--- config.mk ---
export PLATFORM = sky130hd
export DESIGN_NAME = npxl_empfaenger
export DESIGN_NICKNAME = d
export VERILOG_FILES = /design/src/rtl/npxl_empfaenger.sv
export SDC_FILE = /design/constraint.sdc
export NUM_CORES = 1
export LEC_CHECK = 0
export CORE_UTILIZATION = 35
export DETAILED_ROUTE_END_ITERATION = 7
export HOLD_SLACK_MARGIN = 0.02
export PLACE_DENSITY = 0.55
export REMOVE_ABC_BUFFERS = 1
export SYNTH_ARGS = -nofsm -noshare
export SYNTH_HDL_FRONTEND = slang
export SYNTH_SLANG_ARGS = --single-unit
export TNS_END_PERCENT = 5
--- constraint.sdc ---
create_clock -name i_clk -period 2.2 [get_ports i_clk]
set_input_delay 0.22 -clock i_clk [delete_from_list [all_inputs] [get_ports i_clk]]
set_output_delay 0.22 -clock i_clk [all_outputs]
set_load 0.02 [all_outputs]
--- src/rtl/npxl_empfaenger.sv ---
// WS2812 single-wire receiver: decodes the serial line back into 24-bit colour words,
// numbers them within a frame and reports frame end with word count and error flags.
module npxl_empfaenger #(
  parameter int unsigned LEDS     = 5,
  parameter int unsigned T_MIN    = 6,
  parameter int unsigned T_THRESH = 29,
  parameter int unsigned T_MAX    = 60,
  parameter int unsigned T_RESET  = 2400
) (
  input  logic                        i_clk,
  input  logic                        i_rst,
  input  logic                        i_npxl_data,
  output logic [23:0]                 o_color_data,
  output logic                        o_valid,
  output logic [$clog2(LEDS+1)-1:0]   o_led_idx,
  output logic                        o_frame_done,
  output logic [$clog2(LEDS+1)-1:0]   o_led_cnt,
  output logic [2:0]                  o_err
);

  localparam int unsigned IW = $clog2(LEDS + 1);
  localparam int unsigned CW = $clog2(T_RESET + 1);

  localparam logic [CW-1:0] TMin    = CW'(T_MIN);
  localparam logic [CW-1:0] TThresh = CW'(T_THRESH);
  localparam logic [CW-1:0] TMax    = CW'(T_MAX);
  localparam logic [CW-1:0] TReset  = CW'(T_RESET);
  localparam logic [CW-1:0] CntOne  = CW'(1);
  localparam logic [IW-1:0] LedsMax = IW'(LEDS);

  typedef enum logic [1:0] {StIdle, StHigh, StLow, StLatch} state_e;

  state_e         state_q;
  logic           sync1_q, sync2_q, prev_q;
  logic [CW-1:0]  hcnt_q, lcnt_q;
  logic [22:0]    shift_q;
  logic [4:0]     bcnt_q;
  logic [IW-1:0]  wcnt_q;
  logic           err_timing_q, err_ovf_q;

  logic           rise, fall;
  logic [CW-1:0]  hcnt_sat, lcnt_sat;
  logic           bit_ok, bit_val, bit_long;

  // Two-flop synchronizer plus one history flop for edge detection.
  always_ff @(posedge i_clk) begin
    if (i_rst) begin
      sync1_q <= 1'b0;
      sync2_q <= 1'b0;
      prev_q  <= 1'b0;
    end else begin
      sync1_q <= i_npxl_data;
      sync2_q <= sync1_q;
      prev_q  <= sync2_q;
    end
  end

  always_comb begin
    rise     = sync2_q & ~prev_q;
    fall     = ~sync2_q & prev_q;
    hcnt_sat = (hcnt_q >= TReset) ? TReset : hcnt_q + CntOne;
    lcnt_sat = (lcnt_q >= TReset) ? TReset : lcnt_q + CntOne;
    bit_ok   = hcnt_q >= TMin;
    bit_val  = hcnt_q >= TThresh;
    bit_long = hcnt_q > TMax;
  end

  always_ff @(posedge i_clk) begin
    if (i_rst) begin
      state_q      <= StIdle;
      hcnt_q       <= '0;
      lcnt_q       <= '0;
      shift_q      <= '0;
      bcnt_q       <= '0;
      wcnt_q       <= '0;
      err_timing_q <= 1'b0;
      err_ovf_q    <= 1'b0;
      o_color_data <= '0;
      o_valid      <= 1'b0;
      o_led_idx    <= '0;
      o_frame_done <= 1'b0;
      o_led_cnt    <= '0;
      o_err        <= '0;
    end else begin
      o_valid      <= 1'b0;
      o_frame_done <= 1'b0;
      unique case (state_q)
        StIdle: begin
          if (rise) begin
            state_q <= StHigh;
            hcnt_q  <= CntOne;
          end
        end
        StHigh: begin
          if (fall) begin
            state_q <= StLow;
            lcnt_q  <= CntOne;
            if (!bit_ok) begin
              err_timing_q <= 1'b1;
            end else begin
              if (bit_long) err_timing_q <= 1'b1;
              if (bcnt_q == 5'd23) begin
                o_valid      <= 1'b1;
                o_color_data <= {shift_q, bit_val};
                o_led_idx    <= wcnt_q;
                bcnt_q       <= '0;
                if (wcnt_q == LedsMax) err_ovf_q <= 1'b1;
                else                   wcnt_q    <= wcnt_q + IW'(1);
              end else begin
                shift_q <= {shift_q[21:0], bit_val};
                bcnt_q  <= bcnt_q + 5'd1;
              end
            end
          end else begin
            hcnt_q <= hcnt_sat;
          end
        end
        StLow: begin
          if (rise) begin
            state_q <= StHigh;
            hcnt_q  <= CntOne;
          end else begin
            lcnt_q <= lcnt_sat;
            if (lcnt_sat == TReset) state_q <= StLatch;
          end
        end
        StLatch: begin
          o_frame_done <= 1'b1;
          o_led_cnt    <= wcnt_q;
          o_err        <= {err_ovf_q, bcnt_q != 5'd0, err_timing_q};
          wcnt_q       <= '0;
          bcnt_q       <= '0;
          shift_q      <= '0;
          err_timing_q <= 1'b0;
          err_ovf_q    <= 1'b0;
          // An edge landing in the latch cycle would otherwise be lost from the history flop.
          if (rise) begin
            state_q <= StHigh;
            hcnt_q  <= CntOne;
          end else begin
            state_q <= StIdle;
          end
        end
        default: state_q <= StIdle;
      endcase
    end
  end

endmodule

Word-level counts from Yosys, hierarchy flattened
Index checks and enable logic that the tools add are counted.
{"block": "classes", "magnitude_cmp": 5, "reduce_logical": 15, "bitwise": 7, "mux": 38, "addsub": 4, "n_eq_ne": 18}
{"operator": "2-to-1 mux 12 bit", "n": 6}
{"operator": "2-to-1 mux 23 bit", "n": 3}
{"operator": "case mux 12 bit (2 select lines)", "n": 2}
{"operator": "case mux 23 bit (2 select lines)", "n": 1}
{"operator": "adder 12 x 1 -> 12 bit (second input constant)", "n": 2}
{"operator": "greater-or-equal comparator 12 bit (second input constant)", "n": 2}
{"operator": "inequality test 2 bit (second input constant)", "n": 9}
{"operator": "2-to-1 mux 5 bit", "n": 3}
{"operator": "equality test 12 bit (second input constant)", "n": 1}
{"operator": "greater-or-equal comparator 12 x 3 -> 1 bit (second input constant)", "n": 1}
{"operator": "greater-or-equal comparator 12 x 5 -> 1 bit (second input constant)", "n": 1}
{"operator": "greater-than comparator 12 x 6 -> 1 bit (second input constant)", "n": 1}
{"operator": "2-to-1 mux 3 bit", "n": 4}
{"operator": "AND reduction 3 bit", "n": 4}
{"operator": "2-to-1 mux 1 bit", "n": 10}
{"operator": "case mux 5 bit (2 select lines)", "n": 1}
{"operator": "AND reduction 5 bit", "n": 2}
{"operator": "2-to-1 mux 2 bit", "n": 4}
{"operator": "case mux 2 bit (4 select lines)", "n": 1}
{"operator": "AND reduction 4 bit", "n": 2}
{"operator": "inequality test 3 bit (second input constant)", "n": 2}
{"operator": "case mux 3 bit (2 select lines)", "n": 1}
{"operator": "adder 5 x 1 -> 5 bit (second input constant)", "n": 1}
{"operator": "equality test 5 bit (second input constant)", "n": 1}
{"operator": "other kinds (14)", "n": 22}
{"block": "word_totals", "reg_bits": 97, "word_cells": 104}

Depth between registers and ports, before layout
{"block": "logic_depth", "depth_word": 6, "ltp_mapped": 8}

Least setup slack after synthesis
No wires, ideal clock.
{"block": "synth_path", "path_type": "register to register", "startpoint": "register hcnt_q[2]", "endpoint": "register shift_q[15]", "t_required_ns": 2.067, "stages_incl_launch_ff": 8, "setup_slack_ns": 0.555, "period_less_slack_ns": 1.645, "arrival_ns": 1.512, "path_cell_list": "dfxtp_1 > a2111oi_4 > a31oi_2 > and2_1 > buf_6 > buf_2 > nand2_1 > a21oi_1"}
{"block": "synth_via", "elab_chain_len": 3}
{"element": "start: declaration", "line": "35", "rtl": "logic [CW-1:0] hcnt_q, lcnt_q;"}
{"element": "start signal: assignment", "line": "91", "rtl": "hcnt_q <= CntOne;"}
{"element": "start signal: assignment", "line": "115", "rtl": "hcnt_q <= hcnt_sat;"}
{"element": "start signal: assignment", "line": "121", "rtl": "hcnt_q <= CntOne;"}
{"element": "greater-or-equal comparator 12 x 3 -> 1 bit", "line": "63", "rtl": "bit_ok = hcnt_q >= TMin;"}
{"element": "inequality test 2 bit (no source line)"}
{"element": "AND reduction 4 bit (no source line)"}
{"element": "end signal: assignment", "line": "110", "rtl": "shift_q <= {shift_q[21:0], bit_val};"}
{"element": "end: declaration", "line": "36", "rtl": "logic [22:0] shift_q;"}
No other way between the ends.
A chain may end at the register's enable or synchronous reset.

Worst setup path in the final report
{"block": "layout_path", "startpoint": "register hcnt_q[2]", "endpoint": "register shift_q[21]"}
Same word-level chain as after synthesis.

==> impl_results.md <==
- Synth Area in Simple Gates: 25.6%
- Critical Path Start: hcnt_q[2]$_SDFFE_PP0P_
- Max H-tree Level: 3
- Worst Setup End Kind: flop
- Min-Delay Path Class: in2reg
- Post-synth EDFFs: 0
- RR Startpoint: hcnt_q[2]$_SDFFE_PP0P_
- Drt wl/cell: 13.1 microns
- Post-Syn Area: ~0.0043 sq mm
- Final hold vios: 0
- Gpl congestion: 0.816
- Synth top cells by count: nand2_1 (125), dfxtp_1 (97), a21oi_1 (78)
- Antenna diode count: 0
- Largest net degree at the start of global routing: 29
- Worst-case clock buffer depth: 2
- CTS tree: built
- Main combinational cell family by area after synthesis: simple AND/OR/NAND/NOR gates
- Critical path type: reg2reg
- TritonRoute pass-1 iters: 5
- Critical-path top delay cell: a2111oi_4
- Layout cells sized above 1: between 6 and 7%
- Antenna Nets Post-Route: 0
- DP Area: 0.00478 sq mm
- Vias in the first global route: roughly 3400
- Final worst path period share: between 80% and 90%
- Count leader, synth: nand2_1
- Post_cts resized: 0
- Worst Skew: 0.0115 ns
- Count of hold-fix buffers inserted at cts: 0
- Top cell type by total area after synthesis: dfxtp_1
- Die area: 0.0127 sq mm
- CTS Buf Count: 9
- Post-synthesis cell count: ~530
- Core Area: 0.0120 sq mm
- Top-Level Pins: 38
- Die Height: 113 microns
- Crit path depth: 6
- Area Growth Syn to Fin: 18.0%
- Adder-Cell Fraction of Synth Area: 2.62%
- CP startpoint kind: flop
- Leak: about 1.7 nW
- VDD IR max: around 0.43 mV
- Count of pins over their slew limit: 0
- Worst path cell trace: a2111oi_4 -> a31oi_2 -> and2_1 -> buf_12 -> nand2_1 -> a21oi_1
- Synth area leaders: dfxtp_1 (45%), nand2_1 (11%), a21oi_1 (9.1%)
- Clock Pin Slew Worst Setup and Hold Paths: 0.07 ns
- Worst Path Arrival: between 2 and 2.5 ns
- Remaining global-route overflow: 0
- Root buffer selected by CTS: clkbuf_16
- Die X: 113 microns
- Status: completed
- Largest delay share family, worst path: compound AO/OA/AOI/OAI gates
- Initial DRC Count: between 200 and 300
- CP endpoint: shift_q[21]$_SDFFE_PP0P_
- Post-synthesis xor/xnor area fraction: 2.44%
- Buf/Inv on CP: 1
- Reg2reg end: shift_q[21]$_SDFFE_PP0P_
- Final HPWL from detailed placement: 6410 microns
- Compound-Gate Fraction of Synth Area: 18.9%
- Post-synth ARST share: 0%
- Routed wire length: approximately 9300 microns
- Mux cell area share after synthesis: 0%
- Avg Vias per Cell: roughly 5.2
- # clock sinks: between 90 and 100
- GRT Overall Usage: 15.2%
- First-pass GRT wire length: 15900 microns
- RSZ-0062 raised after global routing: false
- Reg2Reg Depth: 6
- Worst-Skew Late Latency: 0.35 ns
- Max incr delay on CP: 0.53 ns
- Minimum clock period: 1.91 ns
- Dominant synthesized flop cell: dfxtp_1
- Fin util: 42.3%
- Sequential element share of the synthesized area: 45.1%
- Yosys top cell area share: 45.1%
- Initial antenna violation count: 0
- Number of synthesized register bits: 97
- Final net count: 569
- Setup TNS: 0 ns
- Rel. slew slack: 63.9%
- Worst-Margin Slew: between 0.5 and 0.6 ns
- Row cnt: 40
- Final setup fails: 0
- Postcts setup bufs: 0
- Mean Syn Cell Area: between 8 and 9 sq um
- CP required: 2.42 ns
- DRC: 0
- Ys Warns: 0
- Synth cell types: 52
- Fmax: about 520 MHz
- Worst Path Max Fanout: 13
- Final design area excluding fillers: 0.00508 sq mm
- Initial Util: about 36%
- Total number of vias: 3680
- IO buf count: 37
- Max Cap Viol: 0
- Flop-to-flop setup slack: around 0.29 ns
- PwrDens: 672 mW/mm^2
[logic make-up (layout without fill, tap and decap cells)]
logic type / count (synthesis) / after routing
buffers and inverters: 42 / 75
AND/OR/NAND/NOR: 234 / 234
XOR/XNOR: 12 / 12
AO/OA/AOI/OAI: 135 / 135
flip-flops: 97 / 97
adder cells (fa/ha/maj): 9 / 9
[worst min-delay path by stage]
stage | startpoint | end | slack [ns] | depth (start not counted)
final | i_rst | lcnt_q[1]$_SDFFE_PP0P_ | 0.23 | 2
after global routing | i_rst | lcnt_q[1]$_SDFFE_PP0P_ | 0.24 | 2
after CTS | i_rst | lcnt_q[1]$_SDFFE_PP0P_ | 0.22 | 2
after detailed placement | sync1_q$_SDFF_PP0_ | sync2_q$_SDFF_PP0_ | 0.44 | 1
after global placement | sync1_q$_SDFF_PP0_ | sync2_q$_SDFF_PP0_ | 0.44 | 1
after floorplan | i_rst | bcnt_q[0]$_SDFFE_PP0P_ | 0.29 | 1
[stage by stage]
step                      instances  setup WS (ns)  total power, W  hold slack (ns)
after floorplan                 496          0.396         0.00183            0.289
after global placement          693          0.334         0.00187            0.436
after detailed placement        693          0.303         0.00186            0.435
after CTS                       709          0.285         0.00346            0.221
after global routing            709          0.113         0.00353            0.242
final                           709          0.287         0.00342            0.227
[registers in the layout, indices dropped and copies added, names as in the netlist]
| register | flops |
|---|---|
| bcnt_q | 5 |
| err_ovf_q | 1 |
| err_timing_q | 1 |
| hcnt_q | 12 |
| lcnt_q | 12 |
| o_color_data | 24 |
| o_err | 3 |
| o_frame_done | 1 |
| o_led_cnt | 3 |
| o_led_idx | 3 |
| o_valid | 1 |
| prev_q | 1 |
| shift_q | 23 |
| state_q | 2 |
| sync1_q | 1 |
| sync2_q | 1 |
| wcnt_q | 3 |
[placed cells by master, fill, tap and decap left out, types with 6 or more instances in the layout]
cell type,count
nor2b_1,6
a21oi_1,78
nand2b_1,7
buf_4,11
dfxtp_1,97
nor2_1,31
o21ai_0,23
xor2_1,10
nand4_1,9
nand2_1,125
inv_1,9
clkdlybuf4s50_1,36
a31oi_1,6
clkbuf_16,9
ha_1,9
and2_1,8
nand3_1,9
nor3_1,9
[report_power, final]
| group | switching [W] | total [W] | internal, W | leakage (nW) |
|---|---|---|---|---|
| Combinational | 0.0000439 | 0.0000606 | 0.0000168 | 0.800 |
| Clock | 0.000696 | 0.00159 | 0.000896 | 0.144 |
| Sequential | 0.00000469 | 0.00176 | 0.00176 | 0.782 |
[layer usage]
| metal | GRT usage [%] | vias up | routed length, microns |
|---|---|---|---|
| li1 | - | 1873 | - |
| met1 | 20.5 | 1720 | 4690 |
| met2 | 24.2 | 76 | 4160 |
| met3 | 3.54 | 11 | 338 |
| met4 | 5.09 | 0 | 102 |
| met5 | 0 | - | 0 |
[cell type report]
type / count / area, sq um
timing repair buffer: 50 / 488
tap: 147 / 184
clock buffer: 10 / 229
fill: 1235 / 6930
clock inverter: 6 / 72.6
multi-input combinational: 390 / 2130
inverter: 9 / 33.8
sequential: 97 / 1940
(Power assumes the default switching activity.)
